### src/rtl/tis_pkg.sv
// Shared types for the output arbiter: data width, signed word and arbiter states.
// Used by out_arbiter, out_arbiter_if and the testbench.
package tis_pkg;

    localparam int DATA_W = 11;

    typedef logic signed [DATA_W-1:0] word_t;

    typedef enum logic {
        IDLE = 1'b0,
        ACK  = 1'b1
    } arb_state_t;

    // Lane index reached by stepping k places from base, wrapping at n.
    function automatic int wrap_idx(input int base, input int k, input int n);
        return (base + k) % n;
    endfunction

endpackage

### src/rtl/out_arbiter_if.sv
// Producer-lane and sink signals of the output arbiter.
// The slave modport is the arbiter side; the master modport is the producer/sink side.
interface out_arbiter_if
    import tis_pkg::*;
#(
    parameter int NLANE = 4,
    parameter int W     = DATA_W,
    parameter int CW    = 8,
    parameter int LW    = (NLANE > 1) ? $clog2(NLANE) : 1
);
    logic [NLANE-1:0]        write;
    logic signed [W-1:0]     in [NLANE];
    logic [NLANE-1:0]        read;
    logic                    out_valid;
    logic signed [W-1:0]     out_data;
    logic [LW-1:0]           out_lane;
    logic                    out_ready;
    logic [CW-1:0]           count [NLANE];

    modport slave (
        input  write, in, out_ready,
        output read, out_valid, out_data, out_lane, count
    );

    modport master (
        output write, in, out_ready,
        input  read, out_valid, out_data, out_lane, count
    );
endinterface

### src/rtl/out_fifo2.sv
// Two-entry FIFO for {lane, data} payloads. The head register keeps its last
// value while empty, so the outputs hold steady when nothing is valid.
module out_fifo2 #(
    parameter int PW = 8
) (
    input  logic          clk,
    input  logic          rst,
    input  logic          push,
    input  logic [PW-1:0] push_data,
    input  logic          pop,
    output logic          valid,
    output logic          full,
    output logic [PW-1:0] head_data
);
    logic [PW-1:0] mem0_q, mem1_q;
    logic [1:0]    occ_q;
    logic          pop_ok, push_ok;

    assign valid     = (occ_q != 2'd0);
    assign full      = (occ_q == 2'd2);
    assign head_data = mem0_q;
    assign pop_ok    = pop & valid;
    assign push_ok   = push & (~full | pop_ok);

    always_ff @(posedge clk) begin
        if (!rst) begin
            mem0_q <= '0;
            mem1_q <= '0;
            occ_q  <= 2'd0;
        end else begin
            case ({push_ok, pop_ok})
                2'b10: begin
                    if (occ_q == 2'd0) mem0_q <= push_data;
                    else               mem1_q <= push_data;
                    occ_q <= occ_q + 2'd1;
                end
                2'b01: begin
                    if (occ_q == 2'd2) mem0_q <= mem1_q;
                    occ_q <= occ_q - 2'd1;
                end
                2'b11: begin
                    if (occ_q == 2'd2) begin
                        mem0_q <= mem1_q;
                        mem1_q <= push_data;
                    end else begin
                        mem0_q <= push_data;
                    end
                end
                default: ;
            endcase
        end
    end
endmodule

### src/rtl/out_arbiter.sv
// Round-robin arbiter draining NLANE producer lanes into a 2-entry output FIFO.
// Optional per-lane transfer counters are built when OUTARB_COUNT_EN is defined.
module out_arbiter
    import tis_pkg::*;
#(
    parameter int NLANE = 4,
    parameter int W     = DATA_W,
    parameter int CW    = 8
) (
    input logic         clk,
    input logic         rst,
    out_arbiter_if.slave bus
);
    localparam int LW = (NLANE > 1) ? $clog2(NLANE) : 1;
    localparam int PW = LW + W;

    arb_state_t       state_q, state_d;
    logic [LW-1:0]    grant_q, grant_d;
    logic [LW-1:0]    ptr_q, ptr_d;
    logic [NLANE-1:0] excl_q, excl_d;
    logic [NLANE-1:0] read_q, read_d;
    logic [NLANE-1:0] elig;
    logic             found;
    logic             fifo_valid, fifo_full, pop, push;
    logic [PW-1:0]    head;

    assign pop  = fifo_valid & bus.out_ready;
    assign push = (state_q == ACK);
    // The lane just served is masked for one IDLE cycle: its producer may still hold write.
    assign elig = bus.write & ~excl_q;

    always_ff @(posedge clk) begin
        if (!rst) begin
            state_q <= IDLE;
            grant_q <= '0;
            ptr_q   <= '0;
            excl_q  <= '0;
            read_q  <= '0;
        end else begin
            state_q <= state_d;
            grant_q <= grant_d;
            ptr_q   <= ptr_d;
            excl_q  <= excl_d;
            read_q  <= read_d;
        end
    end

    always_comb begin
        state_d = state_q;
        grant_d = grant_q;
        ptr_d   = ptr_q;
        excl_d  = '0;
        read_d  = '0;
        found   = 1'b0;
        case (state_q)
            IDLE: begin
                if (!fifo_full || pop) begin
                    for (int k = 0; k < NLANE; k++) begin
                        if (!found && elig[wrap_idx(int'(ptr_q), k, NLANE)]) begin
                            found   = 1'b1;
                            grant_d = LW'(wrap_idx(int'(ptr_q), k, NLANE));
                        end
                    end
                end
                if (found) begin
                    state_d = ACK;
                    read_d  = {{(NLANE-1){1'b0}}, 1'b1} << grant_d;
                end
            end
            ACK: begin
                state_d = IDLE;
                excl_d  = read_q;
                ptr_d   = (grant_q == LW'(NLANE-1)) ? '0 : grant_q + LW'(1);
            end
            default: state_d = IDLE;
        endcase
    end

    assign bus.read = read_q;

    out_fifo2 #(.PW(PW)) u_fifo (
        .clk       (clk),
        .rst       (rst),
        .push      (push),
        .push_data ({grant_q, bus.in[grant_q]}),
        .pop       (pop),
        .valid     (fifo_valid),
        .full      (fifo_full),
        .head_data (head)
    );

    assign bus.out_valid = fifo_valid;
    assign bus.out_lane  = head[PW-1:W];
    assign bus.out_data  = head[W-1:0];

`ifdef OUTARB_COUNT_EN
    logic [CW-1:0] cnt_q [NLANE];

    always_ff @(posedge clk) begin
        if (!rst) begin
            for (int i = 0; i < NLANE; i++) cnt_q[i] <= '0;
        end else if (push) begin
            cnt_q[grant_q] <= cnt_q[grant_q] + CW'(1);
        end
    end

    for (genvar i = 0; i < NLANE; i++) begin : g_cnt
        assign bus.count[i] = cnt_q[i];
    end
`else
    for (genvar i = 0; i < NLANE; i++) begin : g_cnt
        assign bus.count[i] = CW'(0);
    end
`endif
endmodule

### src/flat_wrapper.sv
// flat-port wrapper written by rule: the top's interface ports become plain ports
module out_arbiter_flat import tis_pkg::*;
#(
    parameter int NLANE = 4,
    parameter int W     = DATA_W,
    parameter int CW    = 8
)
  (clk, rst, bus_write, bus_in, bus_out_ready, bus_read, bus_out_valid, bus_out_data, bus_out_lane, bus_count);
  out_arbiter_if #(.NLANE(NLANE), .W(W), .CW(CW)) bus_i ();
  input logic clk;
  input logic rst;
  input wire logic [$bits(bus_i.write)-1:0] bus_write;
  input wire logic [$bits(bus_i.in)-1:0] bus_in;
  input wire logic [$bits(bus_i.out_ready)-1:0] bus_out_ready;
  output wire logic [$bits(bus_i.read)-1:0] bus_read;
  output wire logic [$bits(bus_i.out_valid)-1:0] bus_out_valid;
  output wire logic [$bits(bus_i.out_data)-1:0] bus_out_data;
  output wire logic [$bits(bus_i.out_lane)-1:0] bus_out_lane;
  output wire logic [$bits(bus_i.count)-1:0] bus_count;
  assign bus_i.write = bus_write;
  assign bus_i.in = {>>{bus_in}};
  assign bus_i.out_ready = bus_out_ready;
  assign bus_read = bus_i.read;
  assign bus_out_valid = bus_i.out_valid;
  assign bus_out_data = bus_i.out_data;
  assign bus_out_lane = bus_i.out_lane;
  assign bus_count = {>>{bus_i.count}};
  out_arbiter #(.NLANE(NLANE), .W(W), .CW(CW)) u_core (.clk(clk), .rst(rst), .bus(bus_i));
endmodule
### config.mk
export PLATFORM = sky130hd
export DESIGN_NAME = out_arbiter_flat
export DESIGN_NICKNAME = d
export VERILOG_FILES = /design/src/rtl/tis_pkg.sv /design/src/rtl/out_arbiter_if.sv /design/src/rtl/out_fifo2.sv /design/src/rtl/out_arbiter.sv /design/src/flat_wrapper.sv
export SDC_FILE = /design/constraint.sdc
export NUM_CORES = 1
export LEC_CHECK = 0
export CORE_ASPECT_RATIO = 1.25
export CORE_UTILIZATION = 45
export DETAILED_ROUTE_END_ITERATION = 10
export GPL_TIMING_DRIVEN = 0
export PLACE_DENSITY = 0.85
export REMOVE_ABC_BUFFERS = 1
export SYNTH_ARGS = -nofsm -noshare
export SYNTH_HDL_FRONTEND = slang
export SYNTH_SLANG_ARGS = --single-unit
### constraint.sdc
create_clock -name clk -period 2.4 [get_ports clk]
set_clock_uncertainty 0.05 [all_clocks]
set_input_delay 0.48 -clock clk [delete_from_list [all_inputs] [get_ports clk]]
set_output_delay 0.48 -clock clk [all_outputs]
set_load 0.05 [all_outputs]
==> results.sh <==
export IMPL_worstSetupPathType="input pin to register"
export IMPL_htreeDepth=2
export IMPL_post_drt_wl_per_cell_um=14.4
export IMPL_path_cells="clkdlybuf4s50_1, and2b_1, nor3_1, a211oi_1, o21a_1, mux2_2, o211a_1"
export IMPL_pin_count=101
export IMPL_final_antenna_net_count=0
export IMPL_startpoint_type="input pin"
export IMPL_end_kind="register"
export IMPL_path_delay_family="compound AO/OA/AOI/OAI gates"
export IMPL_power_density_nw_per_um2=606
export IMPL_rsz0062_at_grt="false"
export IMPL_final_net_count=384
export IMPL_cp_required_ns=2.55
export IMPL_placedCellCount=389
export IMPL_p_leak_nw=1.54
export IMPL_grt_overflow=0
export IMPL_layout_commonest_cell="clkdlybuf4s50_1"
export IMPL_hold_start="u_core.u_fifo.mem1_q[11]"
export IMPL_hold_buffers=0
export IMPL_maxSlewViolCount=0
export IMPL_syn_cell_area_um2=2650
export IMPL_routed_wl_um=5720
export IMPL_antenna_found_initial=0
export IMPL_grt_usage_pct=18.8
export IMPL_drc=22
export IMPL_vias_per_cell=5.50
export IMPL_initial_core_util_pct=47.7
export IMPL_cp_arrival_ns=2.50
export IMPL_portBuffers=68
export IMPL_chipWidth_um=70.7
export IMPL_outcome="complete, but fails checks"
export IMPL_ys_ff_latch=41
export IMPL_nFillCells=456
export IMPL_final_cell_mix="67 x clkdlybuf4s50_1, 40 x dfxtp_1, 32 x conb_1"
export IMPL_whs_endpoint="u_core.u_fifo.mem1_q[11]"
export IMPL_post_route_period_util_pct=98.2
export IMPL_worst_slew_pin_slew_ns=1.19
export IMPL_hold_class="register to register"
export IMPL_cp_max_fo=11
export IMPL_rows=30
export IMPL_async_flop_share_pct=0
export IMPL_ys_seq_area_share_pct=31.0
export IMPL_netlist_instances=279
export IMPL_finalPower_mw=1.99
export IMPL_hold_violations=0
export IMPL_hold_depth=2
export IMPL_synth_edff_count=0
export IMPL_setup_viol=0
export IMPL_cap_violations=0
export IMPL_drive_gt1_share_pct=9.04
export IMPL_clk_latency_ns=0.30
export IMPL_synthFlopType="dfxtp_1"
export IMPL_fmax_mhz=424
export IMPL_vdd_drop_max_v=0.000444
export IMPL_avgSynthCellArea_um2=9.50
export IMPL_ff2ff_path_depth=4
export IMPL_clockBufferDepth=2
export IMPL_reg2reg_from="u_core.grant_q[0]"
export IMPL_worst_path_buf_inv=1
export IMPL_hpwlAfterDp_um=4070
export IMPL_cts_root_buf="clkbuf_8"
export IMPL_clkSlewWorstSetupHoldPaths_ns=0.08
export IMPL_cts_setup_buffers=0
export IMPL_synth_warning_count=0
export IMPL_max_stage_delay_ns=0.47
export IMPL_syn_to_final_growth_pct=24.0
export IMPL_cts_buffers=5
export IMPL_timing_rr_end="u_core.u_fifo.head_data[1]"
export IMPL_die_area_um2=6200
export IMPL_gp_congestion=0.934
export IMPL_n_antenna_cell=0
export IMPL_violations="DRC"
export IMPL_dr_pass1_iters=8
export IMPL_period_minus_slack_ns=2.36
export IMPL_slew_headroom_pct=20.5
export IMPL_grt_first_pass_wirelength_um=8960
export IMPL_cp_slowest_cell="clkdlybuf4s50_1"
export IMPL_grt_pass1_vias=2040
export IMPL_r2r_slack_ns=0.20
export IMPL_via_count=2179
export IMPL_tritoncts="yes"
export IMPL_numClockSinks=41
export IMPL_yosysUniqueCellTypes=49
export IMPL_grt_max_degree=38
export IMPL_chipHeight_um=87.8
export IMPL_core_um2=5560
export IMPL_drt_iter0_drc=120
export IMPL_final_cells=396
worst register-to-register path, delay by kind of cell, from the launching register on:
kind             cells  cell delay [ns]
AO/OA/AOI/OAI        1             0.16
AND/OR/NAND/NOR      1             0.07
flip-flops           1             1.01
multiplexers         2             0.81
how the worst max path moves through the flow:
stage | cells past startpoint | start | end
floorplan | 5 | u_core.push | u_core.u_fifo.head_data[11]
global placement | 7 | bus_write[1] | u_core.bus.read[1]
detailed placement | 7 | bus_write[1] | u_core.bus.read[1]
CTS | 7 | bus_write[2] | u_core.bus.read[1]
global route | 7 | bus_write[2] | u_core.bus.read[1]
finish | 7 | bus_write[2] | u_core.bus.read[1]
Yosys cell counts (3+ instances only):
cell type / count / area share, %
nor2_1: 8 / 1.1
and3_1: 4 / 0.94
mux2i_1: 25 / 9.4
buf_6: 3 / 1.3
clkbuf_1: 10 / 1.4
dfxtp_1: 41 / 31
nor4_1: 3 / 0.71
o211a_1: 16 / 6.0
o21ai_0: 4 / 0.76
buf_4: 33 / 9.3
inv_1: 6 / 0.85
nor2b_1: 13 / 3.1
nand2b_1: 4 / 0.94
and2b_1: 3 / 0.85
nand3_1: 9 / 1.7
a21boi_0: 3 / 0.85
a21oi_1: 4 / 0.76
nor3_1: 8 / 1.5
buf_2: 7 / 1.3
o211ai_1: 5 / 1.4
nand2_1: 23 / 3.3
o21ai_1: 3 / 0.57
mux4_2: 11 / 9.3
final cells by class:
class	instances	area, µm²	area share (%)
clock buffers	6	82.6	2.51
flip-flops and latches	41	822	25.0
repair buffers	68	683	20.8
clock inverters	1	7.51	0.228
multi-input cells	210	1590	48.3
well taps	64	80.1	2.44
inverters	6	22.5	0.685
per-stage QoR:
stage	instance area (µm²)	setup WS [ns]	util (%)	TNS, ns	hold WS [ns]
finish	3290	0.0437	59.2	0	0.420
detailed placement	3180	-0.380	57.2	-2.43	0.416
CTS	3270	0.0488	58.9	0	0.426
floorplan	2410	0.221	-	0	0.393
global placement	3170	-0.382	57.1	-6.80	0.404
global route	3290	0.0137	59.2	0	0.459
power by group:
part           switching [mW]  internal [mW]  total, mW
Sequential             0.0810          0.729      0.810
Combinational           0.414          0.305      0.718
Clock                   0.237          0.227      0.464
Total                   0.731           1.26       1.99
flip-flops by register name, summed over array words and instances (netlist names):
signal                   count
u_core.ptr_q                 2
u_core.push                  1
u_core.u_fifo.occ_q          2
u_core.u_fifo.mem1_q        13
u_core.bus.read              4
u_core.grant_q               2
u_core.excl_q                4
u_core.u_fifo.head_data     13
layer usage:
metal  wire, µm  GRT usage [%]  part of all wire (%)
met2       2960           36.5                    52
met4        106           7.82                   1.9
met3        426           4.60                   7.4
met5          0              0                     0
met1       2230           19.2                    39
cells by family (layout without fill, tap and decap cells):
family	after synthesis	in the layout	share of synthesized area [%]
adders and majority gates	1	1	0.472
muxes	37	37	19.2
other	1	32	0.141
DFF	41	41	31.0
AOI/OAI and AO/OA	56	56	17.5
and+or+nand+nor	84	84	17.6
buffers and inverters	59	81	14.2
timing repair:
action / CTS / global route
endpoints found under the setup margin: 3 / 17
hold endpoints to repair: 0 / 0
gates resized for setup: 1 / 4
(Power assumes the default switching activity.)
==> RTL change 1 (config.mk and constraints unchanged) <==
`NLANE` is set to 4 in 3 places; all go to 8.
--- a/src/rtl/out_arbiter_if.sv
+++ b/src/rtl/out_arbiter_if.sv
@@ -3,7 +3,7 @@
 interface out_arbiter_if
     import tis_pkg::*;
 #(
-    parameter int NLANE = 4,
+    parameter int NLANE = 8,
     parameter int W     = DATA_W,
     parameter int CW    = 8,
     parameter int LW    = (NLANE > 1) ? $clog2(NLANE) : 1
--- a/src/rtl/out_arbiter.sv
+++ b/src/rtl/out_arbiter.sv
@@ -3,7 +3,7 @@
 module out_arbiter
     import tis_pkg::*;
 #(
-    parameter int NLANE = 4,
+    parameter int NLANE = 8,
     parameter int W     = DATA_W,
     parameter int CW    = 8
 ) (
--- a/src/flat_wrapper.sv
+++ b/src/flat_wrapper.sv
@@ -1,7 +1,7 @@
 // flat-port wrapper written by rule: the top's interface ports become plain ports
 module out_arbiter_flat import tis_pkg::*;
 #(
-    parameter int NLANE = 4,
+    parameter int NLANE = 8,
     parameter int W     = DATA_W,
     parameter int CW    = 8
 )
Interface: changed (5 resized); port bits go from 101 to 186. No check against the original RTL was run, so the function may have changed too.
==> RTL change 1 against the original RTL <==
First-iteration DRC count up 93%; routed wire length increased by 120%; setup slack got worse by 520 ps; largest cell class unchanged; hold slack better by 23 ps; the flow finishes with violations (negative setup slack); total power increased to 3.8 times the old value; sequential cell count is 12 higher; synthesized cell count increased by 62%; synthesized area rose by 64%; via count up 92%; core utilization grew 10 points; critical path type is now reg2reg; cell area rose by 96%.
==> RTL change 1: results (changes against the original RTL) <==
| Metric | Value |
|---|---|
| Layout cells sized above 1 | `0.274 (+0.184)` |
| Worst-path maximum fanout | `8 (-3)` |
| Slowest stage delay, CP | `560 ps (+90 ps)` |
| I/O Buffers | `121 (+78%)` |
| Vias in the first global route | `4138 (+100%)` |
| Actual slew at the worst max-slew pin | `1220 ps (+29.4 ps)` |
| Slowest cell on crit path | `mux4_2` |
| First-pass GRT wire length | `19.9 mm (+120%)` |
| Setup TNS | `-4290 ps (-4290 ps)` |
| Crit path DAT | `3000 ps (+500 ps)` |
| Synth top cells by count | `buf_4 (64), dfxtp_1 (53), nand2_1 (41), mux4_2 (32), o211a_1 (27)` |
| Final-stage net count | `711 (+85%)` |
| Total Routing Usage GR | `0.245 (+0.0574)` |
| Final HPWL DP | `8.35 mm (+100%)` |
| Status | `finished with violations` |
| Sequential area share after synthesis | `0.244 (-0.0657)` |
| Failing checks | `negative setup slack` |
| CP delay by family, top | `compound AO/OA/AOI/OAI gates` |
| Via count | `4183 (+92%)` |
| Fillers | `637 (+40%)` |
| CTS Root Cell | `clkbuf_16` |
| Total Wirelength | `12.6 mm (+120%)` |
| Initial drt markers | `231 (+93%)` |
| Pin count of the biggest net entering global routing | `46 (+21%)` |
| Distinct cell type count after synthesis | `65 (+33%)` |
| Top cells by area, synth | `dfxtp_1 (24%), mux4_2 (17%), buf_4 (11%)` |
| Peak VDD IR | `0.842 mV (+90%)` |
| Pre-antenna DRT Iters | `5 (-3)` |
| Setup-failing EPs final | `11 (+11)` |
| Leak | `2.78 nW (+80%)` |
| Post-route worst setup slack | `-478 ps (-522 ps)` |
[RTL change 1: cell types whose count changed in the layout (fill, tap and decap cells not counted), sizes merged, moves of 7 or more]
cell,delta
nor2,+11
buf,+51
nand2,+17
ha,+7
o211a,+11
dfxtp,+12
mux4,+22
conb,+32
a21oi,+10
clkdlybuf4s50,+44
dlygate4sd2,+7
[RTL change 1: where the power goes]
| part | internal [mW] | switching (mW) |
|---|---|---|
| Combinational | 2.37 | 2.72 |
| Clock | 0.494 | 0.325 |
| Sequential | 1.17 | 0.447 |
[RTL change 1: timing repair]
| item | 4_1_cts | 5_1_grt |
|---|---|---|
| setup buffers | 37 | 12 |
| hold endpoints to repair | 0 | 0 |
| pin swaps | 25 | 12 |
| cloned | 2 | 1 |
| hold buffers | 0 | 0 |
| endpoints found under the setup margin | 40 | 41 |
| resized for setup | 94 | 23 |
[RTL change 1: routing by layer]
| metal | track usage | wire length [µm] |
|---|---|---|
| met5 | 0 | 0 |
| met4 | 0.122 | 668 |
| met3 | 0.0376 | 878 |
| met2 | 0.468 | 6800 |
| met1 | 0.260 | 4240 |
[RTL change 1: layout make-up]
type | count | area, µm² | area share
Clock buffer | 5 | 125 | 0.0195
Inverter | 9 | 48.8 | 0.00759
Timing Repair Buffer | 172 | 1660 | 0.258
Multi-Input combinational cell | 363 | 3320 | 0.517
Tap cell | 123 | 154 | 0.0239
Sequential cell | 53 | 1080 | 0.167
Clock inverter | 3 | 43.8 | 0.00681
[RTL change 1: path summary, 6_finish.rpt]
path,cells after the start,startpoint,endpoint,slack (ps)
max,9,u_core.ptr_q[0]$_SDFFE_PN0P_,u_core.bus.read[2]$_SDFF_PP0_,-480
min,1,u_core.bus.read[3]$_SDFF_PP0_,u_core.excl_q[3]$_SDFF_PN0_,440
max reg2reg,9,u_core.ptr_q[0]$_SDFFE_PN0P_,u_core.bus.read[2]$_SDFF_PP0_,-480
min reg2reg,1,u_core.bus.read[3]$_SDFF_PP0_,u_core.excl_q[3]$_SDFF_PN0_,440
[RTL change 1: cell families (layout without fill, tap and decap cells)]
kind of cell / Yosys count / count (layout) / share of synthesized area
other: 1 / 64 / 0.000862
AO/OA/AOI/OAI: 105 / 106 / 0.197
multiplexers: 61 / 61 / 0.237
adder cells (fa/ha/maj): 8 / 8 / 0.0230
AND/OR/NAND/NOR: 116 / 117 / 0.136
buffers and inverters: 101 / 189 / 0.146
flip-flops: 53 / 53 / 0.244
XOR/XNOR: 7 / 7 / 0.0158
[RTL change 1: per-stage QoR]
stage                     setup WS [ps]  hold WS, ps  cells  instance area, µm²   util
final                              -478          443    728                6430  0.693
after global routing               -560          463    728                6430  0.693
after CTS                          -452          450    715                6210  0.670
after detailed placement          -1650          434    668                5370  0.579
after global placement            -1680          429    667                5350  0.577
after floorplan                    -961          422    423                3980      -
==> RTL change 2 (same flow settings) <==
Made on the original files. Build with the macro `OUTARB_COUNT_EN` defined.
--- a/src/rtl/out_arbiter.sv
+++ b/src/rtl/out_arbiter.sv
@@ -1,5 +1,7 @@
 // Round-robin arbiter draining NLANE producer lanes into a 2-entry output FIFO.
 // Optional per-lane transfer counters are built when OUTARB_COUNT_EN is defined.
+`define OUTARB_COUNT_EN
+
 module out_arbiter
     import tis_pkg::*;
 #(
Function: changed (a bounded check fails within 4 cycles, from zero or initial values and one cycle with rst low).
==> RTL change 2 against the original RTL <==
Routed wire length increased by 70%; largest power group is now combinational logic; synthesized area rose by 40%; clock power grew 120%; critical path depth down 3; total power rose to 2.7 times the old value; critical path type unchanged; sequential cell count is 34 higher; cell area is 55% higher; setup slack improved by 15 ps.
==> RTL change 2: results (changes against the original RTL) <==
| Metric | Value |
|---|---|
| Status | `complete, no violations` |
| Post-synth EDFFs | `32 (+32)` |
| Post-route worst setup slack | `58.2 ps (+14.5 ps)` |
| Crit path DAT | `2300 ps (-200 ps)` |
| Htree depth | `3 (+1)` |
| Pin count of the biggest net entering global routing | `32 (-16%)` |
| Dpl cells | `513 (+32%)` |
| Total CTS buffers | `9 (+4)` |
| Syn_area_per_cell | `10.9 µm² (+15%)` |
| Final-stage net count | `493 (+28%)` |
| Total Routing Usage GR | `0.231 (+0.0431)` |
| Slew margin rel. | `0.343 (+0.138)` |
| Post-placement cell area | `4720 µm² (+49%)` |
| Leak | `1.92 nW (+25%)` |
| Endpoints failing hold | `0 (unchanged)` |
| Minimum hold slack | `448 ps (+27.6 ps)` |
| First-pass GRT wire length | `15.2 mm (+70%)` |
| Sequential area share after synthesis | `0.492 (+0.183)` |
| I/O Buffers | `100 (+47%)` |
| Fillers | `591 (+30%)` |
| Total Wirelength | `9.71 mm (+70%)` |
| Synth Area in Compound Gates | `0.108 (-0.0671)` |
| CP delay by family, top | `simple AND/OR/NAND/NOR gates` |
| Peak VDD IR | `0.670 mV (+51%)` |
| Multiplexer share of the synthesized area | `0.160 (-0.0318)` |
| Pre-CTS setup slack | `-1150 ps (-768 ps)` |
| Layout Utilization | `0.647 (+0.0548)` |
| Slowest stage delay, CP | `550 ps (+80 ps)` |
| Slowest cell on crit path | `or3_1` |
| Routability cong. | `0.895 (-4.3%)` |
| Post-Synth Adder-Cell Area | `0.0203 (+0.0156)` |
| Via count | `3110 (+43%)` |
| Layout cells sized above 1 | `0.138 (+0.0480)` |
| Top cells by area, synth | `edfxtp_1 (26%), dfxtp_1 (23%), mux4_2 (9.1%)` |
| R2R Setup Slk | `80 ps (-120 ps)` |
| Final HPWL DP | `6.50 mm (+60%)` |
-- RTL change 2: cell count changes after synthesis, sizes merged, moves of 11 or more --
cell,delta
a211oi,+11
a22oi,+12
buf,-34
edfxtp,+32
nor2,+60
o211a,-16
-- RTL change 2: area by class of cell --
class	count	share of cell area
Sequential cell	75	0.358
Clock inverter	4	0.00933
Timing Repair Buffer	105	0.208
Inverter	11	0.00810
Tap cell	95	0.0233
Multi-Input combinational cell	234	0.362
Clock buffer	12	0.0307
-- RTL change 2: cell families after synthesis --
family / after synthesis
flops: 75
xor+xnor: 9
buf+inv: 32
mux: 34
compound gates: 58
fa+ha+maj: 6
simple gates: 125
-- RTL change 2: what timing repair did --
action / 4_1_cts / 5_1_grt
resized for setup: 22 / 7
endpoints found under the hold margin: 0 / 0
setup endpoints to repair: 57 / 54
buffers inserted: 3 / 2
pin swaps: 2 / 1
cloned: 2 / 0
-- RTL change 2: where the power goes --
group / leakage [nW] / switching [mW] / internal [mW]
Combinational: 1.14 / 1.46 / 1.00
Sequential: 0.685 / 0.286 / 1.59
Clock: 0.101 / 0.461 / 0.541
-- RTL change 2: path summary, 6_finish.rpt --
path	start	to	cells past startpoint
worst max-delay path	rst	u_core.cnt_q[0][1]$_SDFFCE_PN0P_	4
worst max register to register	u_core.u_fifo.occ_q[1]$_SDFFE_PN0P_	u_core.u_fifo.head_data[6]$_SDFFE_PN0P_	10
worst min-delay path	u_core.u_fifo.head_data[2]$_SDFFE_PN0P_	u_core.u_fifo.head_data[2]$_SDFFE_PN0P_	2
worst min register to register	u_core.u_fifo.head_data[2]$_SDFFE_PN0P_	u_core.u_fifo.head_data[2]$_SDFFE_PN0P_	2
-- RTL change 2: layer usage --
metal  track usage  part of all wire
met5             0                 0
met4        0.0995             0.024
met3        0.0460             0.052
met2         0.436              0.55
met1         0.254              0.37
